[config.mk]
export PLATFORM = sky130hd
export DESIGN_NAME = seg7_scan_driver
export DESIGN_NICKNAME = d
export VERILOG_FILES = /design/src/rtl/seg7_scan_driver.sv
export SDC_FILE = /design/constraint.sdc
export NUM_CORES = 1
export LEC_CHECK = 0
export CAP_MARGIN = 20
export CORE_MARGIN = 2
export CORE_UTILIZATION = 57
export DETAILED_ROUTE_END_ITERATION = 10
export PLACE_DENSITY = 0.83
export SLEW_MARGIN = 0
export SYNTH_ARGS = -nofsm -noshare
export SYNTH_HDL_FRONTEND = slang
export SYNTH_SLANG_ARGS = --single-unit
[constraint.sdc]
create_clock -name CLK -period 4.8 [get_ports CLK]
set_input_delay 0.72 -clock CLK [delete_from_list [all_inputs] [get_ports CLK]]
set_output_delay 0.72 -clock CLK [all_outputs]
set_load 0.02 [all_outputs]
[src/rtl/seg7_scan_driver.sv]
// Eight-digit common-anode seven-segment scan driver: hex decode, per-digit
// decimal points, optional leading-zero blanking, frame-synchronous data capture.
module seg7_scan_driver #(
    parameter int unsigned CLK_DIV  = 100000,
    parameter bit          BLANK_LZ = 1'b0
) (
    input  logic        CLK,
    input  logic        Reset,
    input  logic [31:0] Data,
    input  logic [7:0]  DPMask,
    input  logic        Enable,
    output logic [6:0]  A2G,
    output logic [7:0]  AN,
    output logic        DP,
    output logic        FrameDone
);

    localparam int unsigned PW = $clog2(CLK_DIV);
    localparam logic [PW-1:0] PRESC_LAST = PW'(CLK_DIV - 1);

    logic [PW-1:0] prescaler_r;
    logic [2:0]    digit_r;
    logic [31:0]   shadow_data_r;
    logic [7:0]    shadow_dp_r;

    logic          tick_s;
    logic          load_s;
    logic          blank_s;
    logic [3:0]    nibble_s;
    logic [7:0]    an_s;
    logic [6:0]    a2g_s;
    logic          dp_s;

    // Active-low segment pattern {a,b,c,d,e,f,g} for one hex nibble.
    function automatic logic [6:0] hex_to_seg(input logic [3:0] nib);
        logic [6:0] seg;
        case (nib)
            4'h0:    seg = 7'b0000001;
            4'h1:    seg = 7'b1001111;
            4'h2:    seg = 7'b0010010;
            4'h3:    seg = 7'b0000110;
            4'h4:    seg = 7'b1001100;
            4'h5:    seg = 7'b0100100;
            4'h6:    seg = 7'b0100000;
            4'h7:    seg = 7'b0001111;
            4'h8:    seg = 7'b0000000;
            4'h9:    seg = 7'b0000100;
            4'hA:    seg = 7'b0001000;
            4'hB:    seg = 7'b1100000;
            4'hC:    seg = 7'b0110001;
            4'hD:    seg = 7'b1000010;
            4'hE:    seg = 7'b0110000;
            4'hF:    seg = 7'b0111000;
            default: seg = 7'b1111111;
        endcase
        return seg;
    endfunction

    assign tick_s = Enable && (prescaler_r == PRESC_LAST);
    assign load_s = Enable && (prescaler_r == {PW{1'b0}}) && (digit_r == 3'd0);

    // Prescaler and digit index; both freeze while the scan is disabled.
    always_ff @(posedge CLK) begin
        if (Reset) begin
            prescaler_r <= {PW{1'b0}};
            digit_r     <= 3'd0;
        end else if (tick_s) begin
            prescaler_r <= {PW{1'b0}};
            digit_r     <= digit_r + 3'd1;
        end else if (Enable) begin
            prescaler_r <= prescaler_r + PW'(1);
            digit_r     <= digit_r;
        end else begin
            prescaler_r <= prescaler_r;
            digit_r     <= digit_r;
        end
    end

    // Shadow capture at frame start only, so a frame never mixes two words.
    always_ff @(posedge CLK) begin
        if (Reset) begin
            shadow_data_r <= 32'd0;
            shadow_dp_r   <= 8'd0;
        end else if (load_s) begin
            shadow_data_r <= Data;
            shadow_dp_r   <= DPMask;
        end else begin
            shadow_data_r <= shadow_data_r;
            shadow_dp_r   <= shadow_dp_r;
        end
    end

    // Decode of the current digit; blanking suppresses the decimal point too.
    always_comb begin
        nibble_s = shadow_data_r[{digit_r, 2'b00} +: 4];
        blank_s  = BLANK_LZ && (digit_r != 3'd0)
                   && ((shadow_data_r >> {digit_r, 2'b00}) == 32'd0);
        an_s     = 8'hFF;
        a2g_s    = 7'h7F;
        dp_s     = 1'b1;
        if (Enable && !blank_s) begin
            an_s  = ~(8'd1 << digit_r);
            a2g_s = hex_to_seg(nibble_s);
            dp_s  = ~shadow_dp_r[digit_r];
        end else begin
            an_s  = 8'hFF;
            a2g_s = 7'h7F;
            dp_s  = 1'b1;
        end
    end

    // Output register stage.
    always_ff @(posedge CLK) begin
        if (Reset) begin
            AN        <= 8'hFF;
            A2G       <= 7'h7F;
            DP        <= 1'b1;
            FrameDone <= 1'b0;
        end else begin
            AN        <= an_s;
            A2G       <= a2g_s;
            DP        <= dp_s;
            FrameDone <= tick_s && (digit_r == 3'd7);
        end
    end

endmodule

==> results of run 1 <==
[path summary, 6_finish.rpt]
| kind | start | end | slack [ns] | cells past startpoint |
|---|---|---|---|---|
| setup / recovery | digit_r[0]$_SDFFE_PP0P_ | A2G[3]$_SDFF_PP1_ | 1.72 | 8 |
| hold reg to reg | shadow_data_r[23]$_SDFFE_PP0P_ | shadow_data_r[23]$_SDFFE_PP0P_ | 0.50 | 2 |
| setup reg to reg | digit_r[0]$_SDFFE_PP0P_ | A2G[3]$_SDFF_PP1_ | 1.72 | 8 |
| hold / removal | shadow_data_r[23]$_SDFFE_PP0P_ | shadow_data_r[23]$_SDFFE_PP0P_ | 0.50 | 2 |
[layer usage]
metal  GRT usage (%)  share of wire [%]
met1            29.7                 46
met2            37.2                 49
met3            4.46                4.4
met4            9.67                1.5
met5               0                  0
[metrics by stage]
| stage | cells | setup WS (ns) | total power, mW | utilization, % | cell area [um^2] |
|---|---|---|---|---|---|
| final | 478 | 1.72 | 1.39 | 71.7 | 4250 |
| after detailed placement | 462 | 1.81 | 0.888 | 68.2 | 4040 |
| after global placement | 462 | 1.88 | 0.886 | 68.2 | 4040 |
| after floorplan | 346 | 2.36 | 0.830 | - | 3480 |
| after CTS | 478 | 1.78 | 1.39 | 71.7 | 4250 |
| after global routing | 478 | 1.44 | 1.45 | 71.7 | 4250 |
[cell type report]
type,count,area (um^2)
tap,75,93.8
multi-input combinational,239,1760
timing repair buffer,61,606
sequential,77,1540
fill,458,1670
clock inverter,3,42.5
clock buffer,13,169
inverter,10,37.5
[report_power, final]
| part | leakage (nW) | internal (mW) | total, mW | switching [mW] |
|---|---|---|---|---|
| Combinational | 0.944 | 0.0979 | 0.185 | 0.0871 |
| Sequential | 0.629 | 0.672 | 0.692 | 0.0192 |
| Clock | 0.106 | 0.282 | 0.510 | 0.228 |
[registers in the layout, summed over array words and instances (netlist names)]
| register | count |
|---|---|
| prescaler_r | 17 |
| DP | 1 |
| shadow_data_r | 32 |
| digit_r | 3 |
| AN | 8 |
| shadow_dp_r | 8 |
| A2G | 7 |
| FrameDone | 1 |
[kinds of logic (layout without fill, tap and decap cells)]
| group | Yosys count | after routing | share of synthesized area (%) |
|---|---|---|---|
| compound gates | 20 | 20 | 3.99 |
| xor+xnor | 17 | 17 | 4.28 |
| fa+ha+maj | 14 | 14 | 5.03 |
| buf+inv | 30 | 87 | 5.21 |
| flops | 77 | 77 | 44.3 |
| mux | 59 | 59 | 19.9 |
| simple gates | 129 | 129 | 17.3 |
[layout by cell type, fill, tap and decap left out, drive strengths merged, types with 2 or more instances in the layout]
cell           count
clkbuf            13
nand4              9
inv                9
a31oi              3
ha                14
mux4               8
nor2b              4
mux2i             49
a21oi              2
buf                2
nor3               4
nor2              68
nand2             23
mux2               2
clkdlybuf4s50     59
or2                2
clkinv             2
nand3              8
xor2               8
o21ai              5
nor4               5
a2111oi            2
dfxtp             77
nand2b             2
o221ai             3
xnor2              9
[worst max-delay path: stages, from the launching register on]
cell,delay (ns)
dfxtp_1,0.91
mux4_2,0.61
mux2i_1,0.42
inv_1,0.16
ha_1,0.21
inv_1,0.08
a21oi_1,0.05
a2111oi_0,0.42
a31oi_1,0.07
==> key figures, run 1 <==
Clock network
  • CTS H-Tree Depth: 3
  • CTS Hold Bufs: 0
  • Longest Clk Path Bufs: 2
  • Postcts setup bufs: 0
  • CTS tree: yes
  • CTS Buf Count: 9
  • Clock transition at path regs: 0.08 ns
  • Post-cts repair resize count: 0
  • Clk_lat worst skew: 0.35 ns
  • Clk root buf: clkbuf_8
  • CTS Sinks: 77

Global routing
  • Global Route Usage Sum: between 20% and 30%
  • Vias in the first global route: around 2400
  • Initial antenna violation count: 0
  • First-pass GRT wire length: between 10 and 15 mm
  • Total grt overflow: 0
  • Largest net degree at the start of global routing: 47

Run
  • Max Cap Viol: 0

Die
  • Core area: around 5900 um^2
  • Starting density of the core: 58.8%
  • Io pins: 60
  • Die H: 82.1 um
  • Die area: 6750 um^2
  • Die width: approximately 82 um
  • Row count: 28

Pwr
  • Power Density: 327 nW/um^2
  • LEAKAGE: 1.68 nW
  • Worst VDD drop: ~0.26 mV

Critical path
  • Crit-path max FO: 16
  • Critical path arrival: approximately 3.3 ns
  • Worst setup SP type: register
  • CP Capture Type: register
  • Required @ worst endpoint: approximately 5.0 ns
  • Crit Path Class: register to register

Timing
  • Measured slew at the worst slew-check pin: 1.03 ns
  • Final hold vios: 0
  • Fmax: 324 MHz
  • Clock skew: 0.0101 ns
  • Worst Hold Slack: 0.497 ns
  • RSZ-0062 raised after global routing: no
  • Slew headroom: between 20% and 30%
  • Slew Limit Fails: 0
  • Period utilization: 64.2%
  • Final setup vio count: 0
  • Total Neg Setup Slack: 0 ns
  • Crit path time final: 3.08 ns

Logic synthesis
  • Net count after synthesis: 403
  • Synthesized cell area: ~3500 um^2
  • Top post-synthesis cells by area: dfxtp_1 (44%), mux2i_1 (14%), nor2_1 (7.3%)
  • Syn avg cell area: 10.1 um^2
  • Top FF cell, synth: dfxtp_1
  • FFs w/ async S/R, synth: 0%
  • Post-synthesis sequential area ratio: 44.3%
  • Synth cell types: 41
  • Synth cell count leaders: dfxtp_1 (77), nor2_1 (68), mux2i_1 (49), nand2_1 (23), ha_1 (14)
  • FF+latch count, synth: 77
  • Post-synth top area cell: dfxtp_1
  • Top-count cell post-synth: dfxtp_1
  • Synth top area share: 44.3%
  • Number of synthesized flops with an enable pin: 0
  • Ys Warns: 0
  • Mapped Cells: 346

Detailed routing
  • Post-DRT Antenna Nets: 0
  • Routed vias: 2582
  • Drt drc: 0
  • WL per Instance: 14.7 um
  • Total Routed Length: 7.01 mm
  • Pre-antenna DRT Iters: 5
  • Drt first-iter violations: 160
  • Routed vias/inst: 5.40

Finish
  • P&R area growth vs syn: 22.0%
  • ANT cells: 0
  • Share of layout cells above drive strength 1: 7.94%
  • Final Net Count: about 460

Place
  • GP Congestion: 0.940
  • IO buf count: 59
  • Detailed placement HPWL: about 4.8 mm

Run status
  • Status: finished, final reports clean

Worst hold path
  • Worst hold-check path type: register to register
Power figures use the tool's default switching activity.
==> run 2: changes to the inputs <==
Settings changed: CORE_UTILIZATION 57 to 47, PLACE_DENSITY 0.83 to 0.73.
Clock period 4.8 ns to 2.7 ns, I/O delays scaled along.
==> run 2 against run 1 <==
Net effect: design area up 2.0%; sequential share of layout area shrank 0.70 points; highest routed layer unchanged; flip-flop and latch count unchanged; critical path depth up 1; clock skew grew 0.0010 ns; clock-buffer cell count is 1 lower; critical endpoint unchanged; via count up 1.7%; register-to-register slack worse by 1.4 ns; setup slack lost 1.4 ns; global-route usage decreased by 3.6 points; sequential power grew 78%.
==> key figures, run 2 (same netlist as run 1, synthesis figures left out) <==
Run status
  • Status: finished, final reports clean (unchanged)

Clock network
  • Clk root buf: clkbuf_8 (unchanged)
  • CTS Hold Bufs: 0 (unchanged)
  • Postcts setup bufs: 0 (unchanged)
  • CTS tree: yes (unchanged)
  • Longest Clk Path Bufs: 2 (unchanged)
  • CTS H-Tree Depth: 3 (unchanged)
  • Clk_lat worst skew: 0.35 ns (about the same)
  • CTS Sinks: 77 (unchanged)
  • CTS Buf Count: 9 (unchanged)
  • Post-cts repair resize count: 0 (unchanged)
  • Clock transition at path regs: 0.08 ns (about the same)

Finish
  • FILL cells: 633 (was 458)
  • P&R area growth vs syn: 24.4% (was 22.0%)
  • Post-Layout Inst Area: 4330 um^2 (was 4250 um^2)
  • Max FFs per register: 32 (unchanged)
  • Finished Core Util: 60.0% (was 71.7%)
  • ANT cells: 0 (unchanged)
  • Top Registers: shadow_data_r (32), prescaler_r (17) (unchanged)
  • Final Net Count: 463 (was 455)
  • Share of layout cells above drive strength 1: 9.49% (was 7.94%)
  • Largest reg by FF count: shadow_data_r (unchanged)
  • Post-route insts no fill: 510 (was 478)
  • Most common cell after layout, fill and taps aside: dfxtp_1 (unchanged)
  • Most frequent cells in the layout: dfxtp_1 (77), nor2_1 (68), clkdlybuf4s50_1 (59) (unchanged)

Critical path
  • Most common cell on crit path: inv_1 (unchanged)
  • CP bufs+invs: 3 (was 2)
  • CP Depth: 9 (was 8)
  • Critical path arrival: 2.62 ns (was 3.27 ns)
  • Worst setup SP type: register (unchanged)
  • CP Capture Type: register (unchanged)
  • Crit Path Class: register to register (unchanged)
  • R2r setup slk: 0.28 ns (was 1.72 ns)
  • Crit-path max FO: 10 (was 16)
  • Required @ worst endpoint: 2.89 ns (was 4.99 ns)
  • R2r worst-path depth: 9 (was 8)
  • CP delay by family, top: multiplexers (unchanged)
  • Critical path's largest stage delay: 0.53 ns (was 0.91 ns)
  • CP cell instances: buf_4, mux4_2, mux2i_1, inv_1, ha_1, inv_1, a21oi_1, a2111oi_0, a31oi_1 (was mux4_2, mux2i_1, inv_1, ha_1, inv_1, a21oi_1, a2111oi_0, a31oi_1)
  • Worst path slowest cell: mux4_2 (was dfxtp_1)

Timing
  • Period utilization: 89.8% (was 64.2%)
  • RSZ-0062 raised after global routing: no (unchanged)
  • Crit path time final: 2.42 ns (was 3.08 ns)
  • Final worst slack: 0.276 ns (was 1.72 ns)
  • Final hold vios: 0 (unchanged)
  • Slew Limit Fails: 0 (unchanged)
  • Fmax: 413 MHz (was 324 MHz)
  • Slew headroom: 52.8% (was 29.6%)
  • Total Neg Setup Slack: 0 ns (unchanged)
  • Worst Hold Slack: 0.495 ns (was 0.497 ns)
  • Clock skew: 0.0111 ns (was 0.0101 ns)
  • Measured slew at the worst slew-check pin: 0.707 ns (was 1.03 ns)
  • Final setup vio count: 0 (unchanged)

Die
  • Die area: 8110 um^2 (was 6750 um^2)
  • Row count: 31 (was 28)
  • Starting density of the core: 48.2% (was 58.8%)
  • Die H: 90.1 um (was 82.1 um)
  • Core area: 7210 um^2 (was 5920 um^2)
  • Die width: 90.1 um (was 82.1 um)
  • Io pins: 60 (unchanged)

Pwr
  • Worst VDD drop: 0.254 mV (was 0.263 mV)
  • Power Density: 561 nW/um^2 (was 327 nW/um^2)
  • Power Total: 2.43 mW (was 1.39 mW)
  • LEAKAGE: 1.71 nW (was 1.68 nW)

Detailed routing
  • Pre-antenna DRT Iters: 4 (was 5)
  • Drt first-iter violations: 90 (was 160)
  • Total Routed Length: 7.38 mm (was 7.01 mm)
  • Post-DRT Antenna Nets: 0 (unchanged)
  • Routed vias/inst: 5.15 (was 5.40)
  • Drt drc: 0 (unchanged)
  • WL per Instance: 14.5 um (was 14.7 um)
  • Routed vias: 2626 (was 2582)

Run
  • Max Cap Viol: 0 (unchanged)

Place
  • Pre-CTS setup slack: 0.363 ns (was 1.81 ns)
  • Post-DP Area: 4140 um^2 (was 4040 um^2)
  • IO buf count: 59 (unchanged)
  • Placed cells: 494 (was 462)
  • Detailed placement HPWL: 5.38 mm (was 4.79 mm)
  • GP Congestion: 0.839 (was 0.940)

Global routing
  • Initial antenna violation count: 0 (unchanged)
  • Global Route Usage Sum: 19.3% (was 22.8%)
  • Vias in the first global route: 2663 (was 2428)
  • Largest net degree at the start of global routing: 41 (was 47)
  • First-pass GRT wire length: 12.6 mm (was 11.5 mm)
  • Total grt overflow: 0 (unchanged)

Worst hold path
  • Hold Path Depth: 2 (unchanged)
  • Worst hold-check path type: register to register (unchanged)
run 2: cell types whose count changed in the layout (fill, tap and decap cells not counted), sizes merged:
cell    previous run  this run
buf                2        10
clkbuf            13        12
clkinv             2         3
run 2: worst paths after layout:
path | from | end
setup / recovery | digit_r[0]$_SDFFE_PP0P_ | A2G[3]$_SDFF_PP1_
hold / removal | shadow_data_r[8]$_SDFFE_PP0P_ | shadow_data_r[8]$_SDFFE_PP0P_
setup reg to reg | digit_r[0]$_SDFFE_PP0P_ | A2G[3]$_SDFF_PP1_
hold reg to reg | shadow_data_r[8]$_SDFFE_PP0P_ | shadow_data_r[8]$_SDFFE_PP0P_
run 2: worst min-delay path, stage by stage (launching register included):
cell	delay [ns]
dfxtp_1	0.33
mux2i_1	0.06
nor2_1	0.07
run 2: final cells by class:
cell class	instances	area (um^2)	share of cell area, %
Multi-Input combinational cell	239	1760	40.6
Sequential cell	77	1540	35.6
Timing Repair Buffer	69	678	15.7
Clock buffer	12	145	3.35
Tap cell	99	124	2.86
Clock inverter	4	47.5	1.10
Inverter	10	37.5	0.867
run 2: metal layers:
layer / vias up / GRT usage (%) / wire length (um)
li1: 1302 / - / -
met1: 1260 / 24.5 / 3450
met2: 54 / 31.6 / 3550
met3: 10 / 3.60 / 255
met4: 0 / 9.49 / 118
met5: - / 0 / 0
run 2: report_power, final:
group          internal [mW]  switching, mW
Combinational          0.184          0.158
Sequential              1.20         0.0352
Clock                  0.450          0.407
==> run 3: changes to the inputs <==
Settings changed: CORE_UTILIZATION 47 to 57, PLACE_DENSITY 0.73 to 0.83.
Clock period 2.7 ns to 3.15 ns, I/O delays scaled along.
==> run 3 against run 2 <==
Net effect: critical path depth down 1; global-route usage increased by 4.2 points; core utilization rose by 12 points; final cell count decreased by 5.7%; combinational power shrank 15%; register-to-register slack better by 0.11 ns; first-iteration DRC count increased by 30%; clock power fell by 8.1%; flip-flop and latch count stayed put; via count decreased by 0.11%.
==> key figures, run 3 (same netlist as run 1, synthesis figures left out) <==
Detailed routing
  • Wire length on met2: 3.43 mm (was 3.55 mm)
  • Routed vias/inst: 5.45 (was 5.15)
  • Routed vias: 2623 (was 2626)
  • Drt first-iter violations: 117 (was 90)
  • Post-DRT Antenna Nets: 0 (unchanged)
  • Uppermost layer routed: met4 (unchanged)
  • Pre-antenna DRT Iters: 4 (unchanged)
  • Post-Route M1 WL: 3.31 mm (was 3.45 mm)
  • Wire length on met3: 351 um (was 255 um)
  • Total Routed Length: 7.22 mm (was 7.38 mm)
  • WL per Instance: 15.0 um (was 14.5 um)
  • Drt drc: 0 (unchanged)

Timing
  • Period utilization: 87.7% (was 89.8%)
  • Slew Limit Fails: 0 (unchanged)
  • Final setup vio count: 0 (unchanged)
  • Fmax: 362 MHz (was 413 MHz)
  • Worst Hold Slack: 0.497 ns (was 0.495 ns)
  • Total Neg Setup Slack: 0 ns (unchanged)
  • Slew headroom: 51.8% (was 52.8%)
  • Clock skew: 0.0116 ns (was 0.0111 ns)
  • Final hold vios: 0 (unchanged)
  • Measured slew at the worst slew-check pin: 0.721 ns (was 0.707 ns)
  • Final worst slack: 0.389 ns (was 0.276 ns)
  • Crit path time final: 2.76 ns (was 2.42 ns)
  • RSZ-0062 raised after global routing: no (unchanged)

Global routing
  • Largest net degree at the start of global routing: 42 (was 41)
  • Total grt overflow: 0 (unchanged)
  • First-pass GRT wire length: 12.0 mm (was 12.6 mm)
  • Vias in the first global route: 2568 (was 2663)
  • Initial antenna violation count: 0 (unchanged)
  • Global Route Usage Sum: 23.4% (was 19.3%)

Place
  • Detailed placement HPWL: 5.18 mm (was 5.38 mm)
  • Pre-CTS setup slack: 0.445 ns (was 0.363 ns)
  • IO buf count: 59 (unchanged)
  • GP Congestion: 0.989 (was 0.839)

Die
  • Row count: 28 (was 31)
  • Starting density of the core: 58.8% (was 48.2%)
  • Io pins: 60 (unchanged)
  • Die area: 6750 um^2 (was 8110 um^2)
  • Die width: 82.1 um (was 90.1 um)
  • Die H: 82.1 um (was 90.1 um)
  • Core area: 5920 um^2 (was 7210 um^2)

Pwr
  • Power Total: 2.13 mW (was 2.43 mW)
  • Combinational power share: 13.5% (was 14.1%)
  • Worst VDD drop: 0.390 mV (was 0.254 mV)
  • Sequential power share: 49.5% (was 50.6%)
  • Net Sw Frac: 24.0% (was 24.7%)
  • Sw power: 512 uW (was 601 uW)
  • Part of the power in the clock network: 36.9% (was 35.3%)
  • LEAKAGE: 1.70 nW (was 1.71 nW)
  • Power Internal: 1.62 mW (was 1.83 mW)
  • Power Density: 498 nW/um^2 (was 561 nW/um^2)

Critical path
  • Crit-path max FO: 8 (was 10)
  • Crit Path Class: register to register (unchanged)
  • Critical path arrival: 2.94 ns (was 2.62 ns)
  • Required @ worst endpoint: 3.33 ns (was 2.89 ns)
  • CP Capture Type: register (unchanged)
  • Worst setup SP type: register (unchanged)

Finish
  • FILL cells: 428 (was 633)
  • Share of layout cells above drive strength 1: 8.37% (was 9.49%)
  • Largest reg by FF count: shadow_data_r (unchanged)
  • Final Net Count: 459 (was 463)
  • Max FFs per register: 32 (unchanged)
  • P&R area growth vs syn: 23.1% (was 24.4%)
  • Most frequent cells in the layout: dfxtp_1 (77), nor2_1 (68), clkdlybuf4s50_1 (59) (unchanged)
  • Top Registers: shadow_data_r (32), prescaler_r (17) (unchanged)
  • ANT cells: 0 (unchanged)
  • Most common cell after layout, fill and taps aside: dfxtp_1 (unchanged)

Clock network
  • CTS Sinks: 77 (unchanged)
  • CTS tree: yes (unchanged)
  • Clock transition at path regs: 0.08 ns (about the same)
  • CTS Hold Bufs: 0 (unchanged)
  • Post-cts repair resize count: 0 (unchanged)
  • CTS Buf Count: 9 (unchanged)
  • CTS H-Tree Depth: 3 (unchanged)
  • Clk_lat worst skew: 0.35 ns (about the same)
  • Longest Clk Path Bufs: 2 (unchanged)
  • Clk root buf: clkbuf_8 (unchanged)
  • Postcts setup bufs: 0 (unchanged)

Run
  • Max Cap Viol: 0 (unchanged)

Worst hold path
  • Worst hold-check path type: register to register (unchanged)

Run status
  • Status: finished, final reports clean (unchanged)
run 3: cell count changes in the layout (fill, tap and decap cells not counted):
cell | before | now
buf_4 | 9 | 5
bufinv_16 | 1 | 2
clkbuf_8 | 10 | 9
clkinv_2 | 2 | 1
clkinv_4 | 0 | 1
clkinvlp_4 | 1 | 0
run 3: cell type report:
type / count / area, um^2 / area share [%]
Timing Repair Buffer: 65 / 648 / 15.1
Inverter: 10 / 37.5 / 0.876
Multi-Input combinational cell: 239 / 1760 / 41.0
Clock inverter: 4 / 73.8 / 1.72
Sequential cell: 77 / 1540 / 36.0
Clock buffer: 11 / 131 / 3.07
Tap cell: 75 / 93.8 / 2.19
run 3: path summary, 6_finish.rpt:
kind         slack, ns                        endpoint                      startpoint  depth (start not counted)
max               0.39               A2G[3]$_SDFF_PP1_         digit_r[0]$_SDFFE_PP0P_                          8
min reg2reg       0.50  shadow_data_r[23]$_SDFFE_PP0P_  shadow_data_r[23]$_SDFFE_PP0P_                          2
max reg2reg       0.39               A2G[3]$_SDFF_PP1_         digit_r[0]$_SDFFE_PP0P_                          8
min               0.50  shadow_data_r[23]$_SDFFE_PP0P_  shadow_data_r[23]$_SDFFE_PP0P_                          2
run 3: power by group through the flow:
stage | combinational, mW | clock, mW | sequential [mW]
after global placement | 0.279 | 0 | 1.08
after global routing | 0.314 | 0.833 | 1.06
after floorplan | 0.190 | 0 | 1.08
after CTS | 0.289 | 0.798 | 1.06
after detailed placement | 0.287 | 0 | 1.08
final | 0.289 | 0.788 | 1.06
run 3: metrics by stage:
stage	instances	instance area [um^2]	util, %
after floorplan	346	3480	-
after global placement	466	4080	68.9
after detailed placement	466	4080	68.9
after CTS	481	4280	72.4
after global routing	481	4280	72.4
final	481	4280	72.4
run 3: worst max-delay path: stages (launching register included):
cell,delay (ns)
dfxtp_1,0.57
mux4_2,0.55
mux2i_1,0.41
inv_1,0.17
ha_1,0.21
inv_1,0.07
a21oi_1,0.05
a2111oi_0,0.46
a31oi_1,0.11
run 3: per-layer routing:
metal | vias to the layer above | track usage [%]
li1 | 1293 | -
met1 | 1232 | 30.4
met2 | 87 | 39.3
met3 | 11 | 3.37
met4 | 0 | 9.50
met5 | - | 0
